===== src/rtl/stp16_chain_driver_if.sv =====
// Frame handshake between the level-meter frame builder and the STP16 chain driver.
interface stp16_chain_driver_if #(
   parameter int W           = 32,
   parameter int BRIGHT_BITS = 4
);
   logic                   i_valid;
   logic                   i_ready;
   logic [W-1:0]           data;
   logic [BRIGHT_BITS-1:0] brightness;

   modport master (output i_valid, data, brightness, input i_ready);
   modport slave  (input i_valid, data, brightness, output i_ready);
endinterface


===== src/rtl/stp16_chain_driver.sv =====
// Serial driver for a daisy-chain of STP16CPC26 LED sinks: shifts one frame per
// handshake, pulses LE, and uses NOE as a global PWM brightness control.
//
// state    | meaning
// ---------+---------------------------------------------------------------
// ST_IDLE  | ready for a frame, serial clock and LE low
// ST_SHIFT | shifting W bits, CLK_DIV cycles low then CLK_DIV cycles high
// ST_LATCH | LE high for CLK_DIV cycles, brightness follows the new frame
module stp16_chain_driver #(
   parameter int CHAIN       = 2,
   parameter int CLK_DIV     = 2,
   parameter int MSB_FIRST   = 1,
   parameter int BRIGHT_BITS = 4
) (
   input  logic                 clk,
   input  logic                 reset,
   stp16_chain_driver_if.slave  frame_if,
   output logic                 stp16_le,
   output logic                 stp16_noe,
   output logic                 stp16_clk,
   output logic                 stp16_sdi
);
   localparam int W  = 16 * CHAIN;
   localparam int DW = (CLK_DIV > 1) ? $clog2(CLK_DIV) : 1;
   localparam int BW = $clog2(W);
   localparam logic [DW-1:0] DIV_LAST = DW'(CLK_DIV - 1);
   localparam logic [BW-1:0] BIT_LAST = BW'(W - 1);

   typedef enum logic [1:0] {ST_IDLE, ST_SHIFT, ST_LATCH} state_t;

   state_t                 state_q, state_d;
   logic [W-1:0]           shreg_q, shreg_d;
   logic [DW-1:0]          div_q, div_d;
   logic [BW-1:0]          bit_q, bit_d;
   logic                   phase_q, phase_d;
   logic [BRIGHT_BITS-1:0] bright_q, bright_d;
   logic [BRIGHT_BITS-1:0] bright_act_q, bright_act_d;
   logic [BRIGHT_BITS-1:0] pwm_q;
   logic                   shown_q, shown_d;
   logic                   ready_q, ready_d;
   logic                   le_q, le_d;
   logic                   sclk_q, sclk_d;
   logic                   sdi_q, sdi_d;
   logic                   noe_q, noe_d;
   logic                   div_tc;

   function automatic logic head_bit(input logic [W-1:0] v);
      return (MSB_FIRST != 0) ? v[W-1] : v[0];
   endfunction

   function automatic logic [W-1:0] advance(input logic [W-1:0] v);
      return (MSB_FIRST != 0) ? {v[W-2:0], 1'b0} : {1'b0, v[W-1:1]};
   endfunction

   always_comb begin
      state_d      = state_q;
      shreg_d      = shreg_q;
      div_d        = div_q;
      bit_d        = bit_q;
      phase_d      = phase_q;
      bright_d     = bright_q;
      bright_act_d = bright_act_q;
      shown_d      = shown_q;
      ready_d      = ready_q;
      le_d         = le_q;
      sclk_d       = sclk_q;
      sdi_d        = sdi_q;
      div_tc       = (div_q == '0);

      case (state_q)
         ST_IDLE: begin
            ready_d = 1'b1;
            le_d    = 1'b0;
            sclk_d  = 1'b0;
            if (frame_if.i_valid && ready_q) begin
               state_d  = ST_SHIFT;
               ready_d  = 1'b0;
               shreg_d  = frame_if.data;
               sdi_d    = head_bit(frame_if.data);
               bright_d = frame_if.brightness;
               div_d    = DIV_LAST;
               bit_d    = '0;
               phase_d  = 1'b0;
            end
         end
         ST_SHIFT: begin
            div_d = div_q - 1'b1;
            if (div_tc) begin
               div_d = DIV_LAST;
               if (!phase_q) begin
                  phase_d = 1'b1;
                  sclk_d  = 1'b1;
               end else begin
                  // falling transition: the only point where the bit advances
                  phase_d = 1'b0;
                  sclk_d  = 1'b0;
                  if (bit_q == BIT_LAST) begin
                     state_d = ST_LATCH;
                     le_d    = 1'b1;
                  end else begin
                     bit_d   = bit_q + 1'b1;
                     shreg_d = advance(shreg_q);
                     sdi_d   = head_bit(advance(shreg_q));
                  end
               end
            end
         end
         ST_LATCH: begin
            div_d = div_q - 1'b1;
            if (div_tc) begin
               state_d      = ST_IDLE;
               le_d         = 1'b0;
               ready_d      = 1'b1;
               shown_d      = 1'b1;
               bright_act_d = bright_q;
            end
         end
         default: state_d = ST_IDLE;
      endcase

      noe_d = !(shown_q && (pwm_q < bright_act_q));
   end

   always_ff @(posedge clk or posedge reset) begin
      if (reset) begin
         state_q      <= ST_IDLE;
         shreg_q      <= '0;
         div_q        <= '0;
         bit_q        <= '0;
         phase_q      <= 1'b0;
         bright_q     <= '0;
         bright_act_q <= '0;
         pwm_q        <= '0;
         shown_q      <= 1'b0;
         ready_q      <= 1'b0;
         le_q         <= 1'b0;
         sclk_q       <= 1'b0;
         sdi_q        <= 1'b0;
         noe_q        <= 1'b1;
      end else begin
         state_q      <= state_d;
         shreg_q      <= shreg_d;
         div_q        <= div_d;
         bit_q        <= bit_d;
         phase_q      <= phase_d;
         bright_q     <= bright_d;
         bright_act_q <= bright_act_d;
         pwm_q        <= pwm_q + 1'b1;
         shown_q      <= shown_d;
         ready_q      <= ready_d;
         le_q         <= le_d;
         sclk_q       <= sclk_d;
         sdi_q        <= sdi_d;
         noe_q        <= noe_d;
      end
   end

   assign frame_if.i_ready = ready_q;
   assign stp16_le         = le_q;
   assign stp16_noe        = noe_q;
   assign stp16_clk        = sclk_q;
   assign stp16_sdi        = sdi_q;
endmodule


===== src/flat_wrapper.sv =====
// flat-port wrapper written by rule: the top's interface ports become plain ports
module stp16_chain_driver_flat 
#(
   parameter int CHAIN       = 2,
   parameter int CLK_DIV     = 2,
   parameter int MSB_FIRST   = 1,
   parameter int BRIGHT_BITS = 4
)
  (clk, reset, stp16_le, stp16_noe, stp16_clk, stp16_sdi, frame_if_i_valid, frame_if_data, frame_if_brightness, frame_if_i_ready);
  stp16_chain_driver_if #(.W(32), .BRIGHT_BITS(BRIGHT_BITS)) frame_if_i ();
  input  logic clk;
  input  logic reset;
  output logic stp16_le;
  output logic stp16_noe;
  output logic stp16_clk;
  output logic stp16_sdi;
  input wire logic [$bits(frame_if_i.i_valid)-1:0] frame_if_i_valid;
  input wire logic [$bits(frame_if_i.data)-1:0] frame_if_data;
  input wire logic [$bits(frame_if_i.brightness)-1:0] frame_if_brightness;
  output wire logic [$bits(frame_if_i.i_ready)-1:0] frame_if_i_ready;
  assign frame_if_i.i_valid = frame_if_i_valid;
  assign frame_if_i.data = frame_if_data;
  assign frame_if_i.brightness = frame_if_brightness;
  assign frame_if_i_ready = frame_if_i.i_ready;
  stp16_chain_driver #(.CHAIN(CHAIN), .CLK_DIV(CLK_DIV), .MSB_FIRST(MSB_FIRST), .BRIGHT_BITS(BRIGHT_BITS)) u_core (.clk(clk), .reset(reset), .frame_if(frame_if_i), .stp16_le(stp16_le), .stp16_noe(stp16_noe), .stp16_clk(stp16_clk), .stp16_sdi(stp16_sdi));
endmodule

===== config.mk =====
export PLATFORM = sky130hd
export DESIGN_NAME = stp16_chain_driver_flat
export DESIGN_NICKNAME = d
export VERILOG_FILES = /design/src/rtl/stp16_chain_driver_if.sv /design/src/rtl/stp16_chain_driver.sv /design/src/flat_wrapper.sv
export SDC_FILE = /design/constraint.sdc
export NUM_CORES = 1
export LEC_CHECK = 0
export CAP_MARGIN = 20
export CORE_AREA = 10 10 83 85
export CTS_CLUSTER_DIAMETER = 200
export DETAILED_ROUTE_END_ITERATION = 7
export DIE_AREA = 0 0 93 95
export PLACE_DENSITY = 0.88
export SETUP_SLACK_MARGIN = 0.02
export SLEW_MARGIN = 15
export SYNTH_ARGS = -nofsm -noshare
export SYNTH_HDL_FRONTEND = slang
export SYNTH_SLANG_ARGS = --single-unit

===== constraint.sdc =====
create_clock -name clk -period 2.8 [get_ports clk]
set_input_delay 0.56 -clock clk [delete_from_list [all_inputs] [get_ports clk]]
set_output_delay 0.56 -clock clk [all_outputs]
set_load 0.03 [all_outputs]

==> flow_summary.yaml <==
status:
  status: "finished, final reports clean"
floorplan:
  start_util_pct: 51.3
  rows: 27
  fp.dieH_um: 95
  die_area_sq_um: 8840
  die_w_um: 93
  ioPinCount: 44
  core_area_sq_um: 5340
synth:
  synth_area_sq_um: 2740
  synth_edf_count: 0
  avgSynthCellArea_sq_um: 10.8
  synthSimpleGateAreaFrac_pct: 11.3
  synth_nets: 303
  netlist.area_leader.share_pct: 52.1
  synth-main-ff-cell: "dfrtp_1"
  yosys-top-cells-count: "dfrtp_1, nor2_1, a21oi_1"
  synth_top_area_cell: "dfrtp_1"
  synthXorXnorAreaFrac_pct: 0.640
  ys_async_sr_fraction_pct: 100
  yosysSeqAreaShare_pct: 53.0
  ys_ff_latch: 58
  yosys-top-cells-area: "dfrtp_1, mux2i_1, a21oi_1"
  synth.most_common_cell: "dfrtp_1"
  synthMuxAreaShare_pct: 13.8
  synth_fa_ha_area_share_pct: 4.57
  ys_warn_count: 0
  synth_top_family_by_area: "multiplexers"
  synth_cell_types: 40
  synth-compound-area-share_pct: 12.1
  synthCells: 254
worst_setup_path:
  critPathMaxStageDelay_ns: 0.47
  r2r-start: "u_core.bit_q[0]"
  arrival_ns: 2.41
  cp_num_buf_inv: 0
  cp_slowest_cell: "or4_1"
  startpoint_type: "register"
  worstPathCellList: "ha_1 -> and3_1 -> ha_1 -> and2_4 -> or3_4 -> or4_1 -> nand3_1"
  end_kind: "register"
  rrSetupSlack_ns: 0.66
  crit_path_start: "u_core.bit_q[0]"
  rr_endpoint: "u_core.bit_q[2]"
  path_common_cell: "ha_1"
  crit_type: "reg -> reg"
  required_ns: 3.07
  reg2reg_depth: 7
  crit_family: "simple AND/OR/NAND/NOR gates"
  cp_max_fo: 4
power:
  peakVddDrop_v: 0.000758
  switching_share_pct: 36.7
  p_int_uw: 2290
  seq_power_share_pct: 38.5
  power_density_nw_per_um2: 1050
  p_switching_uw: 1330
  leakagePower_uw: 0.00146
  combPwrFrac_pct: 40.7
  p_clk_share_pct: 20.9
final_layout:
  num-fill-cells: 451
  areaGrowthSynthToFinish_pct: 25.6
  instances_no_fill: 375
  drive_gt1_share_pct: 10.9
  nets: 347
  antennaDiodeCount: 0
clocking:
  cts_resized: 0
  cts_sinks: 58
  cts_tree: "yes"
  post_cts_buffers: 0
  cts_root_buffer: "clkbuf_8"
  numCtsBuffers: 9
  cts-htree-levels: 3
  postCtsHoldBufs: 0
  clk_latency_ns: 0.33
  path_clk_slew_ns: 0.06
  clockBufferDepth: 2
drt:
  dr.pass1.iters: 4
  ant_nets: 0
  wl_um: 5220
  wl_per_cell_um: 13.9
  drc: 0
  drtIter0Drc: 87
  vias: 1911
  post_drt_via_cell_ratio: 5.10
run:
  maxCapViolCount: 0
timing:
  setup_viol: 0
  rsz0062_at_grt: "no"
  tns_ns: 0
  fin_crit_ns: 2.14
  worstMarginPinSlew_ns: 0.560
  hold_viol: 0
  fin_skew_ns: 0.00554
  fmax_mhz: 467
  finalWorstSetupSlack_ns: 0.656
  finalMaxSlewViolations: 0
  slew_headroom_pct: 62.6
  holdWs_ns: 0.481
  finalCritPeriodShare_pct: 76.6
global_route:
  grtUsageMet3_pct: 3.09
  gr-usage-met1_pct: 14.0
  grt_overflow: 0
  grtUsageMet2_pct: 21.5
  busiest_layer: "met2"
  antenna_found_initial: 0
  first_global_vias: 1945
  grt_pass1_wl_um: 8840
  grt_start_max_net_pins: 70
  grt.total_usage_pct: 12.7
place:
  dp.cells: 359
  port_buffers: 43
  place_ws_ns: 0.575
  hpwl_um: 3610
  routabilityCongestion: 0.846
hold_path:
  hp-class: "reg -> reg"
  whs_path_depth: 2
  worstHoldEndpoint: "u_core.bright_act_q[2]"
  min_from: "u_core.bright_q[2]"
-- worst reg2reg max path, stage by stage, from the launching register on --
cell and delay (ns):
dfrtp_1 0.40, ha_1 0.21, and3_1 0.18, ha_1 0.18
and2_4 0.17, or3_4 0.38, or4_1 0.47, nand3_1 0.09
-- sequential cells by signal, indices dropped and copies added, names as in the netlist, 2 cells and up --
signal,count
u_core.bright_act_q,4
u_core.bright_q,4
u_core.shreg_q,31
u_core.bit_q,5
u_core.pwm_q,4
u_core.state_q,2
-- power groups by stage --
stage | sequential (uW) | combinational, uW | clock [uW]
2_1_floorplan | 1400 | 1140 | 0
3_3_place_gp | 1390 | 1420 | 0
3_5_place_dp | 1400 | 1480 | 0
4_1_cts | 1390 | 1480 | 775
5_1_grt | 1430 | 1650 | 810
6_report | 1390 | 1470 | 755
-- cells in the final DEF (no fill, tap or decap), types with 5 or more instances in the layout --
master           count
mux2_2               5
nor2_1              35
dfrtp_1             57
nand2_1              7
clkdlybuf4s50_1     43
clkbuf_8            14
inv_1               12
ha_1                 9
a21oi_1             33
o21ai_0             10
nand3_1              9
mux2i_1             32
-- metrics by stage --
stage               area [sq um]  power (uW)  utilization, %
floorplan                   2740        2550               -
global placement            3240        2810            60.7
detailed placement          3240        2890            60.7
CTS                         3440        3650            64.5
global route                3440        3900            64.5
finish                      3440        3620            64.5
-- metal layers --
layer | part of all wire [%] | vias to the layer above
li1 | - | 974
met1 | 42 | 897
met2 | 53 | 31
met3 | 3.2 | 9
met4 | 2.3 | 0
met5 | 0 | -
-- how the worst max path moves through the flow --
stage,endpoint,slack [ns],cells after the start
after CTS,u_core.bit_q[2],0.65,7
after global routing,u_core.bit_q[0],0.56,8
after floorplan,u_core.bit_q[2],0.74,7
final,u_core.bit_q[2],0.66,7
after global placement,u_core.bit_q[2],0.60,5
after detailed placement,u_core.bit_q[2],0.58,5
-- kinds of logic after synthesis --
group,Yosys count
and+or+nand+nor,65
adders and majority gates,10
buffers and inverters,27
xor gates and xnor gates,2
muxes,37
AOI/OAI and AO/OA,55
DFF,58
-- final cells by class --
cell class,instances,area [sq um],share of cell area (%)
clock inverters,1,5.00,0.145
well taps,72,90.1,2.62
inverters,13,48.8,1.42
flip-flops and latches,58,1450,42.2
multi-input cells,169,1160,33.8
repair buffers,47,485,14.1
clock buffers,15,196,5.71
Power figures use the tool's default switching activity.
